<file path="src/rtl/affine_io_sequencer_if.sv">
// Bundle of the switch/LED pins and the picoMIPS datapath handshake.
//   sw_data, sw_btn : user data switches and raw handshake button
//   x_out, y_out    : captured operands to the datapath
//   start           : one-cycle "operands valid" pulse to the datapath
//   done            : datapath result-valid strobe, res_x/res_y valid with it
//   led, phase      : display value and FSM state for debug LEDs
// master = sequencer side, slave = board/datapath side.
interface affine_io_sequencer_if #(
   parameter int DATA_W = 8
);
   logic [DATA_W-1:0] sw_data;
   logic              sw_btn;
   logic [DATA_W-1:0] x_out;
   logic [DATA_W-1:0] y_out;
   logic              start;
   logic              done;
   logic [DATA_W-1:0] res_x;
   logic [DATA_W-1:0] res_y;
   logic [DATA_W-1:0] led;
   logic [2:0]        phase;

   modport master (
      input  sw_data, sw_btn, done, res_x, res_y,
      output x_out, y_out, start, led, phase
   );

   modport slave (
      output sw_data, sw_btn, done, res_x, res_y,
      input  x_out, y_out, start, led, phase
   );
endinterface

</file>
<file path="src/rtl/affine_io_sequencer.sv">
// Front-end sequencer for the picoMIPS affine-transform datapath.
// Debounces the handshake button, captures x1/y1 on successive presses,
// pulses start, waits for done, then shows x2 and y2 on the LEDs.
//   fastclk : system clock
//   reset   : asynchronous active-high reset
//   io      : switch/LED/datapath bundle (master side)
//
// state  | meaning
// WAIT_X | waiting for press to capture x1; led shows stored y2
// WAIT_Y | waiting for press to capture y1; led shows x1
// START  | single-cycle start pulse to the datapath
// BUSY   | waiting for done; led shows x1
// SHOW_X | led shows x2; press returns to WAIT_X showing y2
module affine_io_sequencer #(
   parameter int DEBOUNCE_CYCLES = 2,
   parameter int DATA_W          = 8
) (
   input  logic                  fastclk,
   input  logic                  reset,
   affine_io_sequencer_if.master io
);

   localparam int CNT_W = $clog2(DEBOUNCE_CYCLES + 1);

   localparam logic [2:0] WAIT_X = 3'd0;
   localparam logic [2:0] WAIT_Y = 3'd1;
   localparam logic [2:0] START  = 3'd2;
   localparam logic [2:0] BUSY   = 3'd3;
   localparam logic [2:0] SHOW_X = 3'd4;

   logic             s1, s2, deb, deb_q;
   logic [CNT_W-1:0] cnt;
   logic             press;

   logic [2:0]        state;
   logic [DATA_W-1:0] x_q, y_q, ry_q, led_q;

   // The counter only runs while the synchronised level disagrees with the
   // debounced one, so any bounce back restarts the qualification window.
   always_ff @(posedge fastclk or posedge reset) begin
      if (reset) begin
         s1    <= 1'b0;
         s2    <= 1'b0;
         deb   <= 1'b0;
         deb_q <= 1'b0;
         cnt   <= '0;
      end else begin
         s1    <= io.sw_btn;
         s2    <= s1;
         deb_q <= deb;
         if (s2 == deb) begin
            cnt <= '0;
         end else if (cnt == CNT_W'(DEBOUNCE_CYCLES - 1)) begin
            deb <= s2;
            cnt <= '0;
         end else begin
            cnt <= cnt + 1'b1;
         end
      end
   end

   assign press = deb & ~deb_q;

   // led is updated on the edge each state is entered.
   always_ff @(posedge fastclk or posedge reset) begin
      if (reset) begin
         state <= WAIT_X;
         x_q   <= '0;
         y_q   <= '0;
         ry_q  <= '0;
         led_q <= '0;
      end else begin
         case (state)
            WAIT_X: begin
               if (press) begin
                  x_q   <= io.sw_data;
                  led_q <= io.sw_data;
                  state <= WAIT_Y;
               end
            end
            WAIT_Y: begin
               if (press) begin
                  y_q   <= io.sw_data;
                  state <= START;
               end
            end
            START: begin
               led_q <= x_q;
               state <= BUSY;
            end
            BUSY: begin
               if (io.done) begin
                  // led_q doubles as the stored x2 while in SHOW_X
                  led_q <= io.res_x;
                  ry_q  <= io.res_y;
                  state <= SHOW_X;
               end
            end
            SHOW_X: begin
               if (press) begin
                  led_q <= ry_q;
                  state <= WAIT_X;
               end
            end
            default: state <= WAIT_X;
         endcase
      end
   end

   assign io.x_out = x_q;
   assign io.y_out = y_q;
   assign io.start = (state == START);
   assign io.led   = led_q;
   assign io.phase = state;

endmodule
</file>
<file path="src/flat_wrapper.sv">
// flat-port wrapper written by rule: the top's interface ports become plain ports
module affine_io_sequencer_flat 
#(
   parameter int DEBOUNCE_CYCLES = 2,
   parameter int DATA_W          = 8
)
  (fastclk, reset, io_sw_data, io_sw_btn, io_done, io_res_x, io_res_y, io_x_out, io_y_out, io_start, io_led, io_phase);
  affine_io_sequencer_if #(.DATA_W(DATA_W)) io_i ();
  input  logic fastclk;
  input  logic reset;
  input wire logic [$bits(io_i.sw_data)-1:0] io_sw_data;
  input wire logic [$bits(io_i.sw_btn)-1:0] io_sw_btn;
  input wire logic [$bits(io_i.done)-1:0] io_done;
  input wire logic [$bits(io_i.res_x)-1:0] io_res_x;
  input wire logic [$bits(io_i.res_y)-1:0] io_res_y;
  output wire logic [$bits(io_i.x_out)-1:0] io_x_out;
  output wire logic [$bits(io_i.y_out)-1:0] io_y_out;
  output wire logic [$bits(io_i.start)-1:0] io_start;
  output wire logic [$bits(io_i.led)-1:0] io_led;
  output wire logic [$bits(io_i.phase)-1:0] io_phase;
  assign io_i.sw_data = io_sw_data;
  assign io_i.sw_btn = io_sw_btn;
  assign io_i.done = io_done;
  assign io_i.res_x = io_res_x;
  assign io_i.res_y = io_res_y;
  assign io_x_out = io_i.x_out;
  assign io_y_out = io_i.y_out;
  assign io_start = io_i.start;
  assign io_led = io_i.led;
  assign io_phase = io_i.phase;
  affine_io_sequencer #(.DEBOUNCE_CYCLES(DEBOUNCE_CYCLES), .DATA_W(DATA_W)) u_core (.fastclk(fastclk), .reset(reset), .io(io_i));
endmodule
</file>
<file path="config.mk">
export PLATFORM = sky130hd
export DESIGN_NAME = affine_io_sequencer_flat
export DESIGN_NICKNAME = d
export VERILOG_FILES = /design/src/rtl/affine_io_sequencer_if.sv /design/src/rtl/affine_io_sequencer.sv /design/src/flat_wrapper.sv
export SDC_FILE = /design/constraint.sdc
export NUM_CORES = 1
export LEC_CHECK = 0
export CORE_ASPECT_RATIO = 1.25
export CORE_MARGIN = 3
export CORE_UTILIZATION = 46
export CTS_BUF_LIST = sky130_fd_sc_hd__clkbuf_16
export CTS_CLUSTER_DIAMETER = 40
export DETAILED_ROUTE_END_ITERATION = 12
export PLACE_DENSITY = 0.86
export SETUP_SLACK_MARGIN = 0.05
export SYNTH_ARGS = -nofsm -noshare
export SYNTH_HDL_FRONTEND = slang
export SYNTH_SLANG_ARGS = --single-unit
</file>
<file path="constraint.sdc">
create_clock -name fastclk -period 1.6 [get_ports fastclk]
set_input_delay 0.24 -clock fastclk [delete_from_list [all_inputs] [get_ports fastclk]]
set_output_delay 0.24 -clock fastclk [all_outputs]
set_load 0.02 [all_outputs]
</file>
* Word level (Yosys, flattened, before mapping) *
Cells that the tools add are included.

operators by class
  add/subtract/negate cells = 1
  equality and inequality tests = 10
  muxes and demuxes = 11
  bitwise logic cells = 3
  reductions and logical operators = 8

operator list
  cell                                                   count
  one-hot mux 8 bit (4 select lines)                     1
  two-way mux 8 bit                                      3
  one-hot mux 3 bit (5 select lines)                     1
  two-way mux 3 bit                                      4
  AND reduction 2 bit                                    4
  AND reduction 4 bit                                    2
  == test 3 x 2 -> 1 bit, second input constant          2
  inequality test 2 x 1 -> 1 bit, second input constant  3
  two-way mux 2 bit                                      2
  nonzero test 4 bit                                     1
  == test 3 x 1 -> 1 bit, second input constant          1
  == test 3 bit, second input constant                   1
  logical NOT 3 bit                                      1
  adder 2 x 1 -> 2 bit, second input constant            1
  == test 2 x 1 -> 1 bit, second input constant          1
  inequality test 2 bit, second input constant           1
  NOT 1 bit                                              2
  bitwise AND 1 bit                                      1
  == test 1 bit                                          1

storage, ports and cells
  register bits = 41
  bits of input ports = 28
  output and inout port bits = 28
  logic and storage cells = 43

* Depth between registers and ports, before layout *
Gate-level depths: netlist (run 1).

  depth in word-level cells = 4
  depth in mapped cells = 6
  depth with buffers taken out = 4

* Least setup slack after synthesis (run 1) *
No wires, ideal clock.

  kind = register to register
  from = register u_core.state[0], in the netlist u_core.io.phase[0]
  to = register u_core.led_q[7], in the netlist u_core.io.led[7]
  library setup time = 121 ps
  data arrival time = 1423 ps
  data required time = 1479 ps
  path slack = 56 ps
  cell stages (with the launch flop) = 7
  buffers on the path = 2
  period minus slack after synthesis = 1544 ps
  path through = dfrtp_1 > buf_6 > or3b_4 > buf_6 > nor2_1 > nor2_1 > a22o_1

on the way
  longest elaborated chain between the ends = 3
  elaborated cells between the ends (all ways) = 10
  classes of those cells = 6 x eq/ne; 1 x mux; 3 x reduce/logical

RTL lines
  element                                                                  RTL line                   RTL
  start, declared                                                          affine_io_sequencer.sv:35  logic [2:0] state;
  start signal, assigned                                                   affine_io_sequencer.sv:67  state <= WAIT_X;
  start signal, assigned                                                   affine_io_sequencer.sv:78  state <= WAIT_Y;
  start signal, assigned                                                   affine_io_sequencer.sv:84  state <= START;
  == test 3 bit (tied with other cells)                                    affine_io_sequencer.sv:73  case (state)
  inequality test 2 x 1 -> 1 bit (no source line) (tied with other cells)  n/a
  AND reduction 4 bit (no source line)                                     n/a
  end signal, assigned                                                     affine_io_sequencer.sv:77  led_q <= io.sw_data;
  end signal, assigned                                                     affine_io_sequencer.sv:88  led_q <= x_q;
  end signal, assigned                                                     affine_io_sequencer.sv:94  led_q <= io.res_x;
  end, declared                                                            affine_io_sequencer.sv:36  logic [DATA_W-1:0] x_q, y_q, ry_q, led_q;

Several ways; a longest one is shown, not always the timed one.
A chain may end at the register's enable or synchronous reset.

* Final worst setup path (run 1) *
  from = register u_core.x_q[5], in the netlist u_core.io.x_out[5]
  to = output port io_x_out[5]

RTL lines
  element                 RTL line                   RTL
  start, declared         affine_io_sequencer.sv:36
  start signal, assigned  affine_io_sequencer.sv:76  x_q <= io.sw_data;
  end, declared           flat_wrapper.sv:16         output wire logic [$bits(io_i.x_out)-1:0] io_x_out;

No word-level cell between the ends.

==> results of run 1 <==
[layout make-up]
type,instances,area (µm²)
fillers,239,992.2
flip-flops and latches,41,1027
clock buffers,5,125.1
inverters,2,7.507
repair buffers,63,630.6
well taps,39,48.80
multi-input cells,92,725.7
clock inverters,3,46.29
[per-stage QoR]
step / hold slack [ns] / instances / util [%]
6_report: 0.3013 / 245 / 72.47
5_1_grt: 0.3402 / 245 / 72.47
4_1_cts: 0.3127 / 244 / 71.84
3_5_place_dp: 0.3451 / 236 / 67.08
3_3_place_gp: 0.3351 / 236 / 67.08
2_1_floorplan: 0.2714 / 139 / -
[sequential cells by signal, summed over array words and instances, names as in the netlist, 2 cells and up]
register,flops
u_core.io.led,8
u_core.io.phase,3
u_core.cnt,2
u_core.io.x_out,8
u_core.ry_q,8
u_core.io.y_out,8
[Yosys cell counts]
library cell  number
mux2_2            25
and2b_1            1
o21ai_1            5
a22o_1             1
o221ai_1           7
nand2b_1           2
and2b_2            1
buf_6              2
buf_2              1
nand3_1            1
o211ai_1           1
and2_1             1
buf_4              2
nand2_1           17
o21ai_0            4
xor2_1             1
nand3_2            2
a22oi_4            1
xnor2_1            1
nor2b_1            2
inv_1              2
dfrtp_1           41
nand2_2            2
nor2_1             5
mux2i_1            8
a21oi_1            2
or3b_4             1
[metal layers]
layer | GRT usage, % | up-vias
li1 | - | 629
met1 | 23.61 | 653
met2 | 33.76 | 32
met3 | 4.746 | 11
met4 | 12.26 | 0
met5 | 0 | -
[where the power goes]
part           leakage, nW  total (mW)  switching (mW)  internal [mW]
clock network       0.0800        1.14           0.401          0.737
registers            0.492        1.86           0.327           1.53
logic                0.608        2.70            1.33           1.37
total                 1.18        5.70            2.06           3.64
[cell families after synthesis]
logic type                synth area share [%]
DFF                                      57.38
and+or+nand+nor                          10.01
buffers and inverters                    2.799
AOI/OAI and AO/OA                        8.608
muxes                                    20.22
xor gates and xnor gates                0.9799
[repair_timing]
item                       CTS  global route
gates cloned                 0             1
setup endpoints to repair    5            19
setup buffers                0             0
hold buffers                 0             0
gates resized for setup      5            11
[worst max-delay path by stage]
stage | startpoint | end | slack (ns) | cells after the start
floorplan | u_core.io.phase[0] | u_core.io.led[7] | 0.06 | 6
global placement | u_core.io.phase[2] | io_start | 0.13 | 3
detailed placement | io_done | u_core.io.led[3] | 0.09 | 5
CTS | u_core.io.phase[2] | u_core.io.led[3] | 0.05 | 5
global route | u_core.deb | u_core.io.y_out[2] | 0.05 | 4
finish | u_core.io.x_out[5] | io_x_out[5] | 0.08 | 1
==> flow_summary.toml, run 1 <==
[global_route]
antenna_found_initial = 0
grt.overflow.total = 0
grt_max_degree = 42
grtUsageTotal_pct = 20.40
grt_pass1_vias = 1426
grt_pass1_wl_mm = 6.796

[floorplan]
dieArea_um2 = 4676
initial_utilization_pct = 49.62
rows = 24
fp.dieW_um = 61.76
die_h_um = 75.71
core_region_area_um2 = 3603
ios = 56

[detailed_routing]
firstDrtPassIters = 4
drt-initial-drc-count = 70
ant_nets = 0
dr_wl_met2_mm = 2.390
wl_mm = 4.288
top_layer = "met4"
remaining_drc_errors = 0
viasPerCell = 5.408
route.met3.wl_um = 138
wl_met1_mm = 1.646
vias = 1325
wire_per_inst_um = 17.50

[critical_path]
critPathBufInv = 1
crit_required_ns = 1.36
worstRegToRegCells = 4
r2r_slack_ns = 0.09
worstPathArrival_ns = 1.28
critical_path_class = "reg2out"
rr_endpoint = "u_core.io.led[1]"
slowest_stage = "clkdlybuf4s50_1"
crit_path_end_kind = "output pin"
path_cells = "clkdlybuf4s50_1"
slowest_delay_ns = 0.62
critPathTopFamily = "buffers and inverters"
start_kind = "flip-flop"
rr_startpoint = "u_core.io.phase[2]"
cp_max_fo = 3

[logic_synthesis]
syn_avg_cell_area_um2 = 12.86
ys_seq_elements = 41
synth_top_area_cell = "dfrtp_1"
synth_area_leaders = "dfrtp_1, mux2_2, mux2i_1, nand2_1, o221ai_1"
synthesis.area_um2 = 1788
seq_area_frac_synth_pct = 57.38
yosysWarnings = 0
synthCells = 139
synth_fp_nets = 167
netlist-cell-type-count = 27
synth.top_cell.area_share_pct = 57.38

[clocking]
clk_path_buf_depth = 2
clockRootBuffer = "clkbuf_16"
cts_made_buffers = 5
clk_latency_ns = 0.28
clkSlewWorstSetupHoldPaths_ns = 0.05
cts_sinks = 41
cts_max_level = 2
cts_tree = "yes"

[final_layout]
area_growth_pct = 46.05
fin_nets = 233
final_common_cell = "clkdlybuf4s50_1"
most-common-layout-cells = "clkdlybuf4s50_1, dfrtp_1, mux2_2"
antenna_cells = 0
fin_area_um2 = 2611
drive_above_1_share_pct = 24.76

[job]
maxCapViolations = 0

[timing]
setup_ws_ns = 0.08334
hold_violations = 0
setup_viol = 0
fin_worst_skew_ns = 0.005325
grt_setup_unrepaired = "true"
slew_viol_final = 0
fin_crit_sh_pct = 94.79
period_minus_slack_ns = 1.517
fin_tns_setup_ns = 0
worst_slew_pin_slew_ns = 0.3229
fmax_ghz = 0.6593
relSlewSlack_pct = 78.40

[worst_hold_path]
hp-class = "in2async"

[placed_design]
placed_area_um2 = 2417
pre_cts_ws_ns = 0.08773
gp_congestion = 0.9168
numPortBuffers = 55
dp_hpwl_mm = 3.288

[power]
power.density_nw_per_um2 = 2182
leakage_nw = 1.180
peakVddDrop_v = 0.001400
power_mw = 5.698

[outcome]
outcome = "finished, final reports clean"
No activity file was read; power rests on OpenSTA's default activity.
==> run 2: changes to the inputs <==
--- a/config.mk
+++ b/config.mk
@@ -5,7 +5,7 @@
 export SDC_FILE = /design/constraint.sdc
 export NUM_CORES = 1
 export LEC_CHECK = 0
-export CORE_ASPECT_RATIO = 1.25
+export CORE_ASPECT_RATIO = 2
 export CORE_MARGIN = 3
 export CORE_UTILIZATION = 46
 export CTS_BUF_LIST = sky130_fd_sc_hd__clkbuf_16
@@ -13,6 +13,7 @@
 export DETAILED_ROUTE_END_ITERATION = 12
 export PLACE_DENSITY = 0.86
 export SETUP_SLACK_MARGIN = 0.05
+export SKIP_LAST_GASP = 1
 export SYNTH_ARGS = -nofsm -noshare
 export SYNTH_HDL_FRONTEND = slang
 export SYNTH_SLANG_ARGS = --single-unit
==> run 2 against run 1 <==
  * Setup slack got worse by 0.037 ns
  * Critical path type is now reg2reg
  * Via count rose by 3.6%
  * Critical endpoint is now u_core.io.led[3]
  * Largest power group unchanged
  * Cell count rose by 4.9%
  * Clock skew fell by 0.0014 ns
==> flow_summary.toml, run 2 (synthesized netlist as in run 1, its figures left out) <==
[power]
p_sw_share_pct = 37.54
p_sw_mw = 2.126
power.share.clock_pct = 16.4
peakVddDrop_v = 0.001110
seqPwrFrac_pct = 33.1
leakage_nw = 1.243
internal-power_mw = 3.537
comb_power_share_pct = 50.5
power.density_nw_per_um2 = 2144

[critical_path]
cp_max_fo = 8
start_kind = "flip-flop"
worstPathArrival_ns = 1.71
critical_path_class = "reg2reg"
crit_required_ns = 1.76
crit_path_end_kind = "flip-flop"

[timing]
fin_worst_skew_ns = 0.003883
hold_violations = 0
fmax_ghz = 0.6436
grt_setup_unrepaired = "true"
slew_viol_final = 0
fin_tns_setup_ns = 0
period_minus_slack_ns = 1.554
relSlewSlack_pct = 73.79
fin_crit_sh_pct = 97.11
setup_viol = 0
worst_slew_pin_slew_ns = 0.3916

[detailed_routing]
wire_per_inst_um = 18.30
viasPerCell = 5.342
drt-initial-drc-count = 38
vias = 1373
wl_mm = 4.704
ant_nets = 0
firstDrtPassIters = 4
remaining_drc_errors = 0

[final_layout]
fin_area_um2 = 2641
area_growth_pct = 47.73
antenna_cells = 0
fin_util_pct = 71.68
fin_nets = 236
most-common-layout-cells = "clkdlybuf4s50_1, dfrtp_1, mux2_2"
final_common_cell = "clkdlybuf4s50_1"
drive_above_1_share_pct = 24.52

[job]
maxCapViolations = 0

[clocking]
clkSlewWorstSetupHoldPaths_ns = 0.06
clk_path_buf_depth = 2
clk_latency_ns = 0.28
cts_max_level = 2
cts_sinks = 41
cts_made_buffers = 5
cts_tree = "yes"
clockRootBuffer = "clkbuf_16"
ctsHoldBuffers = 0

[placed_design]
dp_hpwl_mm = 3.342
placed_area_um2 = 2430
numPortBuffers = 55
gp_congestion = 0.8752

[floorplan]
initial_utilization_pct = 48.52
rows = 31
ios = 56
die_h_um = 94.17
dieArea_um2 = 4717
core_region_area_um2 = 3685
fp.dieW_um = 50.09

[global_route]
grt_max_degree = 42
antenna_found_initial = 0
grt_pass1_wl_mm = 7.341
grtUsageTotal_pct = 21.10
grt_pass1_vias = 1454
grt.overflow.total = 0

[worst_hold_path]
hp-class = "in2async"

[outcome]
outcome = "finished, final reports clean"
-- run 2: cell count changes in the layout (fill, tap and decap cells not counted), sizes merged --
cell,delta
or3b,-1
inv,+1
clkdlybuf4s50,-3
clkinvlp,-1
buf,+4
dlymetal6s2s,+3
bufinv,-1
-- run 2: repair_timing --
action                     CTS  global route
pin swaps                    1             0
gates resized for setup      7            15
setup endpoints to repair   18            32
setup buffers                0             4
-- run 2: power groups by stage --
stage | clock network, mW | logic [mW] | registers (mW)
3_5_place_dp | 0 | 2.74 | 1.88
6_report | 0.927 | 2.86 | 1.87
3_3_place_gp | 0 | 2.66 | 1.84
2_1_floorplan | 0 | 1.24 | 2.21
5_1_grt | 0.983 | 3.05 | 1.94
4_1_cts | 0.939 | 2.76 | 1.87
-- run 2: worst paths after layout --
| kind | from | endpoint | slack (ns) | cells past startpoint |
|---|---|---|---|---|
| worst max-delay path | u_core.io.phase[2] | u_core.io.led[3] | 0.05 | 7 |
| worst min-delay path | reset | u_core.ry_q[7] | 0.32 | 3 |
| worst max register to register | u_core.io.phase[2] | u_core.io.led[3] | 0.05 | 7 |
| worst min register to register | u_core.s1 | u_core.s2 | 0.35 | 0 |
| max in group asynchronous | reset | u_core.io.y_out[5] | 1.08 | 3 |
| min in group fastclk | u_core.s1 | u_core.s2 | 0.35 | 0 |
-- run 2: per-stage QoR --
stage	power (mW)	hold WS (ns)	std cells	setup WS, ns
after floorplan	3.448	0.2714	139	0.05619
after global placement	4.502	0.3424	246	0.07660
after detailed placement	4.619	0.3432	246	0.04310
after CTS	5.566	0.3317	253	0.01676
after global routing	5.967	0.3514	257	-0.01634
final	5.663	0.3213	257	0.04620
-- run 2: final cells by class --
class | instances | area (µm²)
fillers | 263 | 1044
flip-flops and latches | 41 | 1026
multi-input cells | 91 | 749.5
repair buffers | 67 | 664.4
clock buffers | 5 | 125.1
well taps | 49 | 61.31
clock inverters | 2 | 7.507
inverters | 2 | 7.507
-- run 2: layer usage --
layer | track usage (%) | routed length [µm]
met1 | 24.00 | 1781
met2 | 36.35 | 2557
met3 | 4.452 | 206
met4 | 10.39 | 160
met5 | 0 | 0
-- run 2: worst max-delay path, stage by stage (launching register included) --
cell and delay, ns:
dfrtp_1 0.41, buf_4 0.17, nor2b_1 0.26, buf_4 0.20
a22oi_4 0.07, buf_4 0.19, nand2_1 0.06, o21ai_0 0.07
